===== config.mk =====
export PLATFORM = sky130hd
export DESIGN_NAME = chi_aiu_ott_alloc_ctrl
export DESIGN_NICKNAME = d
export VERILOG_FILES = /design/src/rtl/chi_aiu_ott_alloc_ctrl.sv
export SDC_FILE = /design/constraint.sdc
export NUM_CORES = 1
export LEC_CHECK = 0
export ABC_AREA = 1
export CAP_MARGIN = 20
export CORE_ASPECT_RATIO = 1.75
export CORE_MARGIN = 2
export CORE_UTILIZATION = 40
export CTS_BUF_LIST = sky130_fd_sc_hd__clkbuf_4 sky130_fd_sc_hd__clkbuf_8
export DETAILED_ROUTE_END_ITERATION = 16
export GPL_TIMING_DRIVEN = 0
export HOLD_SLACK_MARGIN = 0.08
export PLACE_DENSITY_LB_ADDON = 0.1
export SETUP_SLACK_MARGIN = 0.1
export SYNTH_ARGS = -nofsm -noshare
export SYNTH_HDL_FRONTEND = slang
export SYNTH_SLANG_ARGS = --single-unit
export TNS_END_PERCENT = 100

===== constraint.sdc =====
create_clock -name clk -period 7.6 [get_ports clk]
set_input_delay 0.76 -clock clk [delete_from_list [all_inputs] [get_ports clk]]
set_output_delay 0.76 -clock clk [all_outputs]
set_load 0.03 [all_outputs]

===== src/rtl/chi_aiu_ott_alloc_ctrl.sv =====
// OTT entry allocator: lowest-free-index grant with a QoS reserve pool and
// starvation escalation for normal-QoS requests blocked behind that reserve.
module chi_aiu_ott_alloc_ctrl #(
  parameter int N_ENTRIES    = 32,
  parameter int N_RSV        = 4,
  parameter int HI_QOS       = 12,
  parameter int STARV_THRESH = 16
) (
  input  logic                           clk,
  input  logic                           resetn,
  input  logic                           alloc_vld,
  input  logic [3:0]                     alloc_qos,
  output logic                           alloc_rdy,
  output logic [$clog2(N_ENTRIES)-1:0]   alloc_id,
  input  logic                           dealloc_vld,
  input  logic [$clog2(N_ENTRIES)-1:0]   dealloc_id,
  output logic [N_ENTRIES-1:0]           entry_validvec,
  output logic [$clog2(N_ENTRIES+1)-1:0] free_cnt,
  output logic                           starv_mode,
  output logic                           dealloc_err
);

  localparam int IDW = $clog2(N_ENTRIES);
  localparam int CW  = $clog2(N_ENTRIES + 1);
  localparam int BW  = $clog2(STARV_THRESH + 1);

  localparam logic [CW-1:0] RSV_C        = CW'(N_RSV);
  localparam logic [CW-1:0] FULL_C       = CW'(N_ENTRIES);
  localparam logic [3:0]    HI_C         = 4'(HI_QOS);
  localparam logic [BW-1:0] THRESH_C     = BW'(STARV_THRESH);
  localparam logic [BW-1:0] THRESH_M1_C  = BW'(STARV_THRESH - 1);

  typedef enum logic {
    ST_NORMAL = 1'b0,
    ST_STARV  = 1'b1
  } state_t;

  state_t               state_reg, state_next;
  logic [BW-1:0]        blk_reg, blk_next;
  logic [N_ENTRIES-1:0] set_vec, clr_vec;
  logic [IDW-1:0]       free_id;
  logic                 is_high, any_free, grant, normal_grant, blocked;
  logic                 dealloc_ok;

  assign is_high      = (alloc_qos >= HI_C);
  assign any_free     = (free_cnt != '0);
  assign alloc_rdy    = resetn && any_free && (is_high || (free_cnt > RSV_C) || starv_mode);
  assign alloc_id     = free_id;
  assign grant        = alloc_vld && alloc_rdy;
  assign normal_grant = grant && !is_high;
  // A full table is a capacity stall, not starvation, so it never counts.
  assign blocked      = alloc_vld && !is_high && !alloc_rdy && any_free;
  assign starv_mode   = (state_reg == ST_STARV);

  always_comb begin
    free_id = '0;
    for (int i = N_ENTRIES - 1; i >= 0; i--) begin
      if (!entry_validvec[i]) free_id = IDW'(i);
    end
  end

  genvar gi;
  generate
    for (gi = 0; gi < N_ENTRIES; gi++) begin : g_entry
      assign set_vec[gi] = grant && (free_id == IDW'(gi));
      assign clr_vec[gi] = dealloc_vld && (dealloc_id == IDW'(gi)) && entry_validvec[gi];
    end
  endgenerate

  assign dealloc_ok = |clr_vec;

  always_comb begin
    state_next = state_reg;
    blk_next   = blk_reg;
    if (!alloc_vld || normal_grant) begin
      blk_next = '0;
    end else if (blocked && (blk_reg != THRESH_C)) begin
      blk_next = blk_reg + 1'b1;
    end
    case (state_reg)
      ST_NORMAL: begin
        if (blocked && (blk_reg == THRESH_M1_C)) state_next = ST_STARV;
      end
      ST_STARV: begin
        if (normal_grant || (free_cnt > RSV_C)) begin
          state_next = ST_NORMAL;
          blk_next   = '0;
        end
      end
      default: state_next = ST_NORMAL;
    endcase
  end

  always_ff @(posedge clk or negedge resetn) begin
    if (!resetn) begin
      state_reg      <= ST_NORMAL;
      blk_reg        <= '0;
      entry_validvec <= '0;
      free_cnt       <= FULL_C;
      dealloc_err    <= 1'b0;
    end else begin
      state_reg      <= state_next;
      blk_reg        <= blk_next;
      entry_validvec <= (entry_validvec | set_vec) & ~clr_vec;
      dealloc_err    <= dealloc_vld && !dealloc_ok;
      case ({grant, dealloc_ok})
        2'b10:   free_cnt <= free_cnt - 1'b1;
        2'b01:   free_cnt <= free_cnt + 1'b1;
        default: free_cnt <= free_cnt;
      endcase
    end
  end

endmodule


==> metrics.yaml <==
status: "finished clean"
via_count: 3472
crit_type: "in2reg"
switchingPower_uw: 617
relSlewSlack_pct: 40.6
p_leak_nw: 1.72
grt_pass1_wl_um: 17700
yosysTopAreaCell: "dfrtp_1"
syn_area_per_cell_um2: 6.82
reg2reg_from: "entry_validvec[2]$_DFF_PN0_"
die_h_um: 121
critPathLaunch: "dealloc_vld"
pwr-share-clk_pct: 16.1
io_pins: 59
dp_hpwl_um: 9090
cap_viol_max_count: 0
fin_skew_ns: 0.0113
synth.area.mux_share_pct: 0
n_antenna_cell: 0
die_x_um: 71.0
fin_crit_sh_pct: 62.3
synthSimpleGateAreaFrac_pct: 38.5
grt.total_usage_pct: 27.3
vias_per_cell: 5.65
worstMarginPinSlew_ns: 0.884
syn_nets: 483
globalplace.congestion: 1.03
dp.cells: 606
synth-seq-cells: 45
cts-root-buf: "clkbuf_8"
synthArstFlopShare_pct: 100
largest_reg_flops: 32
post_route_cells_drive_above_1_share_pct: 4.18
ys_top_cells_by_area: "dfrtp_1, nand2_1, inv_1"
r2r_slack_ns: 4.01
num_rows: 42
synth_top_area_share_pct: 35.0
cts_sinks: 45
synth_compound_area_share_pct: 11.3
syn_area_um2: 3140
p_int_uw: 638
coreArea_um2: 7620
ant_nets: 0
p_sw_share_pct: 49.2
post_dp_cell_area_um2: 3830
r2r-end: "free_cnt[5]$_DFFE_PN1P_"
drv_slew: 0
n_fill_cell: 773
clkLatencyLatePin_ns: 0.32
synthXorXnorAreaFrac_pct: 0.557
power.share.sequential_pct: 29.7
numPortBuffers: 56
cts_hold_buf: 0
final-seq-area_um2: 1130
wirelength_um: 11300
drtIter0Drc: 271
worst-path-max-fanout: 10
numCtsBuffers: 5
final_util_pct: 51.8
cp_data_arrival_time_ns: 4.99
max-vdd-ir-drop_mv: 0.228
setup_tns_ns: 0
setup_violations: 0
synth_edf_count: 0
synth_flop_cell: "dfrtp_1"
startpoint_type: "input port"
multiInputGateArea_um2: 1700
rsz0062_at_grt: "no"
synth_top_family_by_area: "simple AND/OR/NAND/NOR gates"
avgRoutedWirePerCell_um: 18.5
p_comb_share_pct: 54.2
fmax_mhz: 211
antenna_found_initial: 0
synthToLayoutAreaGrowth_pct: 25.6
p_per_area_nw_per_um2: 318
min_period_ns: 4.74
overflow: 0
fin_cells: 614
ys_seq_area_share_pct: 35.9
required_ns: 7.85
holdWs_ns: 0.328
synth_common_cells: "nand2_1, inv_1, nand3_1"
cp-end-kind: "flop"
cts-resized-gates: 0
clockBufferDepth: 2
clkSlewWorstSetupHoldPaths_ns: 0.10
synth.most_common_cell: "nand2_1"
r2r_cells: 17
yosys.area_share.adder_pct: 3.82
post-place-ws_ns: 2.54
grt_max_degree: 35
die_area_um2: 8610
first_global_vias: 3524
initial_core_util_pct: 41.2
hold_path_class: "in2async"
htree_num_levels: 2
drc_errors: 0
syn_inst: 461
cts_setup_buffers: 0
yosysWarnings: 0
dr.pass1.iters: 5
final_nets: 547
tritoncts: "yes"
setup_slack_ns: 2.86
synth.distinct_cells: 37
finalPower_mw: 1.26
final_area_um2: 3950
timing.final.hold_violations: 0
[metal layers]
metal	wire (µm)	track usage (%)	vias up
met2	5990	49.3	135
met1	4160	28.8	1626
met3	514	4.24	39
met5	0	0	-
met4	678	17.6	0
li1	-	-	1672
[power groups by stage]
stage | combinational, mW | clock, mW | sequential, mW
after floorplan | 0.328 | 0 | 0.460
after global placement | 0.672 | 0 | 0.377
after detailed placement | 0.680 | 0 | 0.377
after CTS | 0.681 | 0.205 | 0.374
after global routing | 0.739 | 0.211 | 0.384
final | 0.680 | 0.202 | 0.373
[kinds of logic (layout without fill, tap and decap cells)]
kind of cell / Yosys count / after routing
simple gates: 269 / 269
flops: 45 / 45
fa+ha+maj: 9 / 9
xor+xnor: 2 / 2
compound gates: 53 / 53
buf+inv: 83 / 148
[worst max-delay path by stage]
stage                                   end  slack (ns)
global route        free_cnt[5]$_DFFE_PN1P_        2.39
finish              free_cnt[5]$_DFFE_PN1P_        2.86
CTS                 free_cnt[5]$_DFFE_PN1P_        2.88
floorplan           free_cnt[5]$_DFFE_PN1P_        4.13
detailed placement  free_cnt[5]$_DFFE_PN1P_        2.54
global placement    free_cnt[5]$_DFFE_PN1P_        2.16
[critical path, stage by stage]
cell	delay, ns
clkdlybuf4s50_1	0.47
inv_1	0.16
clkbuf_1	0.50
nor4_1	0.18
a22oi_1	0.32
nand3_1	0.11
nor4_1	0.41
nand4_1	0.24
ha_1	0.28
inv_1	0.18
ha_1	0.31
a21oi_1	0.16
inv_1	0.06
a31oi_1	0.19
nor2_1	0.08
o21a_1	0.18
o21ai_0	0.14
nand3_1	0.10
xnor2_1	0.14
[layout by cell type, fill, tap and decap left out, types with 3 or more instances in the layout]
master	n
a21oi_1	8
buf_2	4
a211oi_1	3
clkbuf_1	4
ha_1	8
o21ai_0	8
nor3_1	13
o22ai_1	9
clkdlybuf4s50_1	55
inv_1	72
nand2_1	114
nand3_1	53
o31ai_1	5
nor4_1	10
a31oi_1	6
clkbuf_8	6
nand4_1	21
o21a_1	4
nor2_1	50
dfrtp_1	44
[cell type report]
type	count	area share, %
clock buffer	6	2.09
tap	88	2.79
clock inverter	2	0.951
sequential	45	28.5
timing repair buffer	57	14.6
buffer	9	0.951
inverter	74	7.03
multi-input combinational	333	43.1
No activity file was read; power rests on OpenSTA's default activity.
